<file path="config.mk">
export PLATFORM = sky130hd
export DESIGN_NAME = hadamard_scheduler_flat
export DESIGN_NICKNAME = d
export VERILOG_FILES = /design/src/rtl/hadamard_pkg.sv /design/src/rtl/hadamard_scheduler_if.sv /design/src/rtl/hadamard_scheduler_arb.sv /design/src/rtl/hadamard_scheduler.sv /design/src/flat_wrapper.sv
export SDC_FILE = /design/constraint.sdc
export NUM_CORES = 1
export LEC_CHECK = 0
export ABC_AREA = 1
export CAP_MARGIN = 40
export CORE_AREA = 10 10 225 227
export DETAILED_ROUTE_END_ITERATION = 10
export DIE_AREA = 0 0 235 237
export DONT_BUFFER_PORTS = 1
export MAX_ROUTING_LAYER = met4
export PLACE_DENSITY = 0.45
export SLEW_MARGIN = 20
export SYNTH_ARGS = -nofsm -noshare
export SYNTH_HDL_FRONTEND = slang
export SYNTH_SLANG_ARGS = --single-unit
</file>
<file path="constraint.sdc">
create_clock -name clk -period 1.8 [get_ports clk]
set_input_delay 0 -clock clk [delete_from_list [all_inputs] [get_ports clk]]
set_output_delay 0 -clock clk [all_outputs]
set_load 0.02 [all_outputs]
</file>
<file path="src/rtl/hadamard_pkg.sv">
// rtl/hadamard_pkg.sv - shared constants and state encoding for the hadamard scheduler
package hadamard_pkg;

    localparam int EXP_WIDTH_DEFAULT    = 4;
    localparam int SIG_WIDTH_DEFAULT    = 4;
    localparam int FORMAT_WIDTH_DEFAULT = 1 + EXP_WIDTH_DEFAULT + SIG_WIDTH_DEFAULT;
    localparam int LANES                = 4;
    localparam int TAG_WIDTH_DEFAULT    = 4;
    localparam int HD_TIMEOUT_DEFAULT   = 15;

    typedef enum logic [2:0] {
        ST_IDLE   = 3'd0,
        ST_LAUNCH = 3'd1,
        ST_WAIT   = 3'd2,
        ST_RESP   = 3'd3,
        ST_RSVD   = 3'd4
    } hs_state_t;

endpackage

</file>
<file path="src/rtl/hadamard_scheduler_if.sv">
// rtl/hadamard_scheduler_if.sv - requester, response and datapath bundle of the hadamard scheduler
interface hadamard_scheduler_if #(
    parameter int FORMAT_WIDTH = hadamard_pkg::FORMAT_WIDTH_DEFAULT,
    parameter int TAG_WIDTH    = hadamard_pkg::TAG_WIDTH_DEFAULT
);
    localparam int W = hadamard_pkg::LANES * FORMAT_WIDTH;

    logic [1:0]             req_valid;
    logic [1:0]             req_ready;
    logic [2*TAG_WIDTH-1:0] req_tag;
    logic [2*W-1:0]         req_in_real;
    logic [2*W-1:0]         req_in_imag;
    logic [2*W-1:0]         req_tw_real;
    logic [2*W-1:0]         req_tw_imag;

    logic [1:0]             rsp_valid;
    logic [1:0]             rsp_ready;
    logic [W-1:0]           rsp_real;
    logic [W-1:0]           rsp_imag;
    logic [TAG_WIDTH-1:0]   rsp_tag;
    logic                   rsp_err;

    logic                   hd_start;
    logic [W-1:0]           hd_input_real;
    logic [W-1:0]           hd_input_imag;
    logic [W-1:0]           hd_twiddle_real;
    logic [W-1:0]           hd_twiddle_imag;
    logic [W-1:0]           hd_output_real;
    logic [W-1:0]           hd_output_imag;
    logic                   hd_done;

    logic                   busy;

    modport slave (
        input  req_valid, req_tag, req_in_real, req_in_imag, req_tw_real, req_tw_imag,
        input  rsp_ready, hd_output_real, hd_output_imag, hd_done,
        output req_ready, rsp_valid, rsp_real, rsp_imag, rsp_tag, rsp_err,
        output hd_start, hd_input_real, hd_input_imag, hd_twiddle_real, hd_twiddle_imag, busy
    );

    modport master (
        output req_valid, req_tag, req_in_real, req_in_imag, req_tw_real, req_tw_imag,
        output rsp_ready, hd_output_real, hd_output_imag, hd_done,
        input  req_ready, rsp_valid, rsp_real, rsp_imag, rsp_tag, rsp_err,
        input  hd_start, hd_input_real, hd_input_imag, hd_twiddle_real, hd_twiddle_imag, busy
    );

endinterface

</file>
<file path="src/rtl/hadamard_scheduler_arb.sv">
// rtl/hadamard_scheduler_arb.sv - two-way round-robin arbiter
module rr_arbiter_2 (
    input  logic [1:0] req_valid,
    input  logic       last_grant,
    input  logic       en,
    output logic [1:0] gnt,
    output logic       sel
);

    // Lone requester wins outright; on a tie the one not granted last wins.
    always_comb begin
        sel = req_valid[1];
        if (req_valid == 2'b11) begin
            sel = ~last_grant;
        end
        gnt = 2'b00;
        if (en && req_valid[sel]) begin
            gnt[sel] = 1'b1;
        end
    end

endmodule

</file>
<file path="src/rtl/hadamard_scheduler.sv">
// rtl/hadamard_scheduler.sv - round-robin front end and watchdog for the shared complexhadamard unit
module hadamard_scheduler
    import hadamard_pkg::*;
#(
    parameter int FORMAT_WIDTH = FORMAT_WIDTH_DEFAULT,
    parameter int TAG_WIDTH    = TAG_WIDTH_DEFAULT,
    parameter int TIMEOUT      = HD_TIMEOUT_DEFAULT
) (
    input  logic                 clk,
    input  logic                 rst,
    hadamard_scheduler_if.slave  bus
);

    localparam int         W       = LANES * FORMAT_WIDTH;
    localparam logic [7:0] WD_LAST = 8'(TIMEOUT - 1);

    hs_state_t            state;
    logic                 gnt;
    logic                 last_grant;
    logic                 sel;
    logic                 arb_en;
    logic                 accept;
    logic [1:0]           arb_gnt;
    logic [7:0]           wd_cnt;
    logic [TAG_WIDTH-1:0] sel_tag;
    logic [W-1:0]         sel_in_real;
    logic [W-1:0]         sel_in_imag;
    logic [W-1:0]         sel_tw_real;
    logic [W-1:0]         sel_tw_imag;

    // Arbitration is only open in IDLE; gating with rst keeps req_ready low during reset.
    assign arb_en = rst && (state == ST_IDLE);

    rr_arbiter_2 u_arb (
        .req_valid  (bus.req_valid),
        .last_grant (last_grant),
        .en         (arb_en),
        .gnt        (arb_gnt),
        .sel        (sel)
    );

    assign bus.req_ready = arb_gnt;
    assign accept        = |(bus.req_valid & arb_gnt);

    assign sel_tag     = sel ? bus.req_tag[2*TAG_WIDTH-1:TAG_WIDTH] : bus.req_tag[TAG_WIDTH-1:0];
    assign sel_in_real = sel ? bus.req_in_real[2*W-1:W] : bus.req_in_real[W-1:0];
    assign sel_in_imag = sel ? bus.req_in_imag[2*W-1:W] : bus.req_in_imag[W-1:0];
    assign sel_tw_real = sel ? bus.req_tw_real[2*W-1:W] : bus.req_tw_real[W-1:0];
    assign sel_tw_imag = sel ? bus.req_tw_imag[2*W-1:W] : bus.req_tw_imag[W-1:0];

    // Scheduler FSM: capture, launch, wait with watchdog, hold response until accepted.
    // Operand registers load only in IDLE, so hd_* stay fixed for the whole operation.
    always_ff @(posedge clk or negedge rst) begin
        if (!rst) begin
            state               <= ST_IDLE;
            gnt                 <= 1'b0;
            last_grant          <= 1'b1;
            wd_cnt              <= 8'd0;
            bus.hd_start        <= 1'b0;
            bus.hd_input_real   <= '0;
            bus.hd_input_imag   <= '0;
            bus.hd_twiddle_real <= '0;
            bus.hd_twiddle_imag <= '0;
            bus.rsp_valid       <= 2'b00;
            bus.rsp_real        <= '0;
            bus.rsp_imag        <= '0;
            bus.rsp_tag         <= '0;
            bus.rsp_err         <= 1'b0;
            bus.busy            <= 1'b0;
        end else begin
            case (state)
                ST_IDLE: begin
                    if (accept) begin
                        bus.hd_input_real   <= sel_in_real;
                        bus.hd_input_imag   <= sel_in_imag;
                        bus.hd_twiddle_real <= sel_tw_real;
                        bus.hd_twiddle_imag <= sel_tw_imag;
                        bus.rsp_tag         <= sel_tag;
                        gnt                 <= sel;
                        last_grant          <= sel;
                        bus.hd_start        <= 1'b1;
                        bus.busy            <= 1'b1;
                        state               <= ST_LAUNCH;
                    end
                end
                ST_LAUNCH: begin
                    bus.hd_start <= 1'b0;
                    wd_cnt       <= 8'd0;
                    state        <= ST_WAIT;
                end
                ST_WAIT: begin
                    wd_cnt <= wd_cnt + 8'd1;
                    if (bus.hd_done) begin
                        bus.rsp_real  <= bus.hd_output_real;
                        bus.rsp_imag  <= bus.hd_output_imag;
                        bus.rsp_err   <= 1'b0;
                        bus.rsp_valid <= {gnt, ~gnt};
                        state         <= ST_RESP;
                    end else if (wd_cnt == WD_LAST) begin
                        bus.rsp_real  <= '0;
                        bus.rsp_imag  <= '0;
                        bus.rsp_err   <= 1'b1;
                        bus.rsp_valid <= {gnt, ~gnt};
                        state         <= ST_RESP;
                    end
                end
                ST_RESP: begin
                    if (bus.rsp_ready[gnt]) begin
                        bus.rsp_valid <= 2'b00;
                        bus.busy      <= 1'b0;
                        state         <= ST_IDLE;
                    end
                end
                default: begin
                    bus.hd_start  <= 1'b0;
                    bus.rsp_valid <= 2'b00;
                    bus.busy      <= 1'b0;
                    state         <= ST_IDLE;
                end
            endcase
        end
    end

endmodule

</file>
<file path="src/flat_wrapper.sv">
// flat-port wrapper written by rule: the top's interface ports become plain ports
module hadamard_scheduler_flat import hadamard_pkg::*;
#(
    parameter int FORMAT_WIDTH = FORMAT_WIDTH_DEFAULT,
    parameter int TAG_WIDTH    = TAG_WIDTH_DEFAULT,
    parameter int TIMEOUT      = HD_TIMEOUT_DEFAULT
)
  (clk, rst, bus_req_valid, bus_req_tag, bus_req_in_real, bus_req_in_imag, bus_req_tw_real, bus_req_tw_imag, bus_rsp_ready, bus_hd_output_real, bus_hd_output_imag, bus_hd_done, bus_req_ready, bus_rsp_valid, bus_rsp_real, bus_rsp_imag, bus_rsp_tag, bus_rsp_err, bus_hd_start, bus_hd_input_real, bus_hd_input_imag, bus_hd_twiddle_real, bus_hd_twiddle_imag, bus_busy);
  hadamard_scheduler_if #(.FORMAT_WIDTH(FORMAT_WIDTH), .TAG_WIDTH(TAG_WIDTH)) bus_i ();
  input  logic clk;
  input  logic rst;
  input wire logic [$bits(bus_i.req_valid)-1:0] bus_req_valid;
  input wire logic [$bits(bus_i.req_tag)-1:0] bus_req_tag;
  input wire logic [$bits(bus_i.req_in_real)-1:0] bus_req_in_real;
  input wire logic [$bits(bus_i.req_in_imag)-1:0] bus_req_in_imag;
  input wire logic [$bits(bus_i.req_tw_real)-1:0] bus_req_tw_real;
  input wire logic [$bits(bus_i.req_tw_imag)-1:0] bus_req_tw_imag;
  input wire logic [$bits(bus_i.rsp_ready)-1:0] bus_rsp_ready;
  input wire logic [$bits(bus_i.hd_output_real)-1:0] bus_hd_output_real;
  input wire logic [$bits(bus_i.hd_output_imag)-1:0] bus_hd_output_imag;
  input wire logic [$bits(bus_i.hd_done)-1:0] bus_hd_done;
  output wire logic [$bits(bus_i.req_ready)-1:0] bus_req_ready;
  output wire logic [$bits(bus_i.rsp_valid)-1:0] bus_rsp_valid;
  output wire logic [$bits(bus_i.rsp_real)-1:0] bus_rsp_real;
  output wire logic [$bits(bus_i.rsp_imag)-1:0] bus_rsp_imag;
  output wire logic [$bits(bus_i.rsp_tag)-1:0] bus_rsp_tag;
  output wire logic [$bits(bus_i.rsp_err)-1:0] bus_rsp_err;
  output wire logic [$bits(bus_i.hd_start)-1:0] bus_hd_start;
  output wire logic [$bits(bus_i.hd_input_real)-1:0] bus_hd_input_real;
  output wire logic [$bits(bus_i.hd_input_imag)-1:0] bus_hd_input_imag;
  output wire logic [$bits(bus_i.hd_twiddle_real)-1:0] bus_hd_twiddle_real;
  output wire logic [$bits(bus_i.hd_twiddle_imag)-1:0] bus_hd_twiddle_imag;
  output wire logic [$bits(bus_i.busy)-1:0] bus_busy;
  assign bus_i.req_valid = bus_req_valid;
  assign bus_i.req_tag = bus_req_tag;
  assign bus_i.req_in_real = bus_req_in_real;
  assign bus_i.req_in_imag = bus_req_in_imag;
  assign bus_i.req_tw_real = bus_req_tw_real;
  assign bus_i.req_tw_imag = bus_req_tw_imag;
  assign bus_i.rsp_ready = bus_rsp_ready;
  assign bus_i.hd_output_real = bus_hd_output_real;
  assign bus_i.hd_output_imag = bus_hd_output_imag;
  assign bus_i.hd_done = bus_hd_done;
  assign bus_req_ready = bus_i.req_ready;
  assign bus_rsp_valid = bus_i.rsp_valid;
  assign bus_rsp_real = bus_i.rsp_real;
  assign bus_rsp_imag = bus_i.rsp_imag;
  assign bus_rsp_tag = bus_i.rsp_tag;
  assign bus_rsp_err = bus_i.rsp_err;
  assign bus_hd_start = bus_i.hd_start;
  assign bus_hd_input_real = bus_i.hd_input_real;
  assign bus_hd_input_imag = bus_i.hd_input_imag;
  assign bus_hd_twiddle_real = bus_i.hd_twiddle_real;
  assign bus_hd_twiddle_imag = bus_i.hd_twiddle_imag;
  assign bus_busy = bus_i.busy;
  hadamard_scheduler #(.FORMAT_WIDTH(FORMAT_WIDTH), .TAG_WIDTH(TAG_WIDTH), .TIMEOUT(TIMEOUT)) u_core (.clk(clk), .rst(rst), .bus(bus_i));
endmodule
</file>
==> impl_metrics.json <==
{
  "cts_tree": "done",
  "period_share_pct": 103.1,
  "dieArea_mm2": 0.05570,
  "fin_nets": 2027,
  "ios": 602,
  "drive_above_1_share_pct": 7.563,
  "grt_pass1_wl_um": 69240,
  "met1_usage_pct": 16.74,
  "power_density_mw_per_mm2": 1574,
  "routed_via_density": 4.602,
  "initial_core_util_pct": 21.77,
  "peakVddDrop_uv": 966.8,
  "design_area_mm2": 0.01643,
  "rrSetupSlack_ps": -40,
  "power.total_mw": 25.86,
  "start_kind": "flip-flop",
  "worstMarginPinSlew_ps": 1224,
  "antenna_found_initial": 9,
  "detailroute.via_count": 10500,
  "seq_area_frac_synth_pct": 59.03,
  "gr-usage-met3_pct": 5.372,
  "worstSetupPathType": "flip-flop to output port",
  "ctsRootBufferMaster": "clkbuf_16",
  "cts.sinks": 237,
  "area_growth_pct": 63.51,
  "h-tree-depth": 1,
  "outcome": "complete, but fails checks",
  "clkSlewWorstSetupHoldPaths_ps": 60,
  "synthCells": 1228,
  "core_mm2": 0.04616,
  "hold_class": "input port to asynchronous set/reset pin",
  "dp_hpwl_um": 31700,
  "reg2reg_to": "u_core.bus.hd_twiddle_real[16]$_DFFE_PN0P_",
  "timing.rr.start": "u_core.last_grant$_DFFE_PN1P_",
  "violations": "hold timing, setup timing",
  "place_congestion": 0.8191,
  "first_iter_violations": 809,
  "maxCapViolations": 0,
  "reg2regPathDepth": 5,
  "drt_wl_total_um": 48050,
  "final_max_slew_viol_count": 0,
  "synth_area_mm2": 0.01005,
  "cts_buffers": 28,
  "hold_ws_ps": -856.2,
  "syn_nets": 1609,
  "drc": 0,
  "syn_area_per_cell_um2": 8.184,
  "grt_pass1_vias": 11050,
  "min_period_ps": 1855,
  "yosys_register_bits": 237,
  "dpl_worst_slack_ps": -14.69,
  "grt_usage_pct": 16.07,
  "dpl-instance-area_mm2": 0.01106,
  "finalClockSkew_ps": 9.699,
  "portBuffers": 0,
  "post-route-util_pct": 35.60,
  "cp_max_fo": 7,
  "ant_nets": 0,
  "fillers": 4577,
  "cp_data_required_time_ps": 1800,
  "hold_viol": 240,
  "yosysWarnings": 0,
  "rsz0062_at_grt": "true",
  "gr-usage-met2_pct": 27.93,
  "clk_latency_ps": 550,
  "slew_headroom_pct": 18.38,
  "dieHeight_um": 237,
  "drt-pass1-iter-count": 6,
  "top_usage_layer": "met2",
  "endpoint_kind": "output port",
  "setup_viol": 3,
  "num_rows": 79,
  "route.detailed.wl_per_inst_um": 21.05,
  "clock_path_buffers": 3,
  "die_x_um": 235,
  "synth.distinct_cells": 23,
  "final.setup.worst_slack_ps": -55.50,
  "overflow": 0,
  "timing.fmax_mhz": 538.9,
  "p_leak_nw": 7.676,
  "worstPathArrival_ps": 1860,
  "grt_max_degree": 239
}
## Yosys cell counts
cell type | n | area share [%]
buf_1 | 3 | 0.11
o21ai_1 | 1 | 0.050
nand2_1 | 660 | 25
nand3_1 | 133 | 6.6
nor2_4 | 1 | 0.11
buf_2 | 21 | 1.0
and3_1 | 1 | 0.062
nand3b_1 | 2 | 0.15
a21oi_1 | 24 | 1.2
dfrtp_1 | 236 | 59
a21oi_4 | 1 | 0.16
nor3_1 | 3 | 0.15
clkbuf_1 | 40 | 1.5
o21ai_0 | 49 | 2.4
dfstp_2 | 1 | 0.26
inv_2 | 2 | 0.075
buf_4 | 4 | 0.30
inv_1 | 13 | 0.49
o31ai_1 | 1 | 0.075
ha_1 | 6 | 0.75
or2_2 | 1 | 0.062
nand4_1 | 2 | 0.12
nor2_1 | 23 | 0.86
## repair_timing
action | in CTS | in global routing
buffers inserted | 9 | 3
hold endpoints to repair | 463 | 260
gates cloned | 3 | 7
resized for setup | 9 | 11
hold buffers | 366 | 24
pin swaps | 4 | 0
endpoints found under the setup margin | 41 | 92
## through the flow
stage               setup TNS, ps  hold WS, ps  std cells
finish                     -99.15       -856.2       2282
detailed placement         -17.01       -287.2       1811
global route               -740.9       -889.4       2282
floorplan                       0       -295.6       1228
global placement                0       -288.0       1811
CTS                        -163.0       -899.8       2239
## registers in the layout (all words and copies together), names as in the netlist
name,count
u_core.state,2
u_core.bus.rsp_err,1
u_core.bus.hd_start,1
u_core.bus.rsp_tag,4
u_core.bus.hd_input_imag,36
u_core.bus.hd_twiddle_imag,36
u_core.bus.hd_input_real,36
u_core.gnt,1
u_core.wd_cnt,8
u_core.bus.rsp_imag,36
u_core.bus.rsp_valid,2
u_core.bus.rsp_real,36
u_core.bus.busy,1
u_core.last_grant,1
u_core.bus.hd_twiddle_real,36
## worst max-delay path by stage
stage	startpoint	to	slack (ps)	cells after the start
floorplan	u_core.state[0]$_DFFE_PN0P_	u_core.bus.hd_input_imag[12]$_DFFE_PN0P_	110	10
global placement	u_core.state[0]$_DFFE_PN0P_	u_core.bus.hd_input_real[25]$_DFFE_PN0P_	30	10
detailed placement	u_core.state[0]$_DFFE_PN0P_	u_core.bus.hd_input_imag[16]$_DFFE_PN0P_	-10	10
CTS	u_core.state[1]$_DFFE_PN0P_	bus_req_ready[0]	-60	8
global route	u_core.state[1]$_DFFE_PN0P_	bus_req_ready[0]	-120	8
finish	u_core.state[1]$_DFFE_PN0P_	bus_req_ready[0]	-60	8
## layout make-up
cell class / instances / area [um^2] / share of cell area (%)
Sequential cell: 237 / 5932 / 36.10
Timing Repair Buffer: 456 / 4858 / 29.57
Multi-Input combinational cell: 908 / 3806 / 23.16
Clock buffer: 36 / 792.0 / 4.820
Tap cell: 607 / 759.5 / 4.622
Clock inverter: 14 / 202.7 / 1.234
Inverter: 15 / 58.81 / 0.3579
Antenna cell: 9 / 22.52 / 0.1371
## cell usage in the layout (no fill, tap or decap), types with 5 or more instances in the layout
cell and n:
a21oi_1 24, buf_12 15, buf_4 35, bufinv_16 5
clkbuf_16 35, clkinv_2 6, dfrtp_1 236, diode_2 9
dlygate4sd3_1 390, ha_1 5, inv_1 11, nand2_1 658
nand3_1 133, nor2_1 22, o21ai_0 48
## critical path: stages (launching register included)
cell,delay [ps]
dfrtp_1,390
inv_2,90
ha_4,150
nand2_4,50
nor2_4,150
inv_4,50
a21oi_4,150
buf_12,140
buf_16,130
## metal layers
metal	up-vias	part of all wire, %	wire length, um
li1	4718	-	-
met1	4973	36	17170
met2	692	51	24370
met3	118	11	5051
met4	0	3.0	1453
met5	-	0	0
## power breakdown
group          switching, mW  internal (mW)  total [mW]  leakage [nW]
clock network           2.30           3.80        6.10         0.484
logic                   3.48           3.13        6.61          4.23
registers               5.40           7.75        13.1          2.96
## cells by family after synthesis
family / count (synthesis) / share of synthesized area, %
AOI/OAI and AO/OA: 76 / 3.922
buffers and inverters: 83 / 3.511
adders and majority gates: 6 / 0.7470
DFF: 237 / 59.03
and+or+nand+nor: 826 / 32.79
Power figures use the tool's default switching activity.
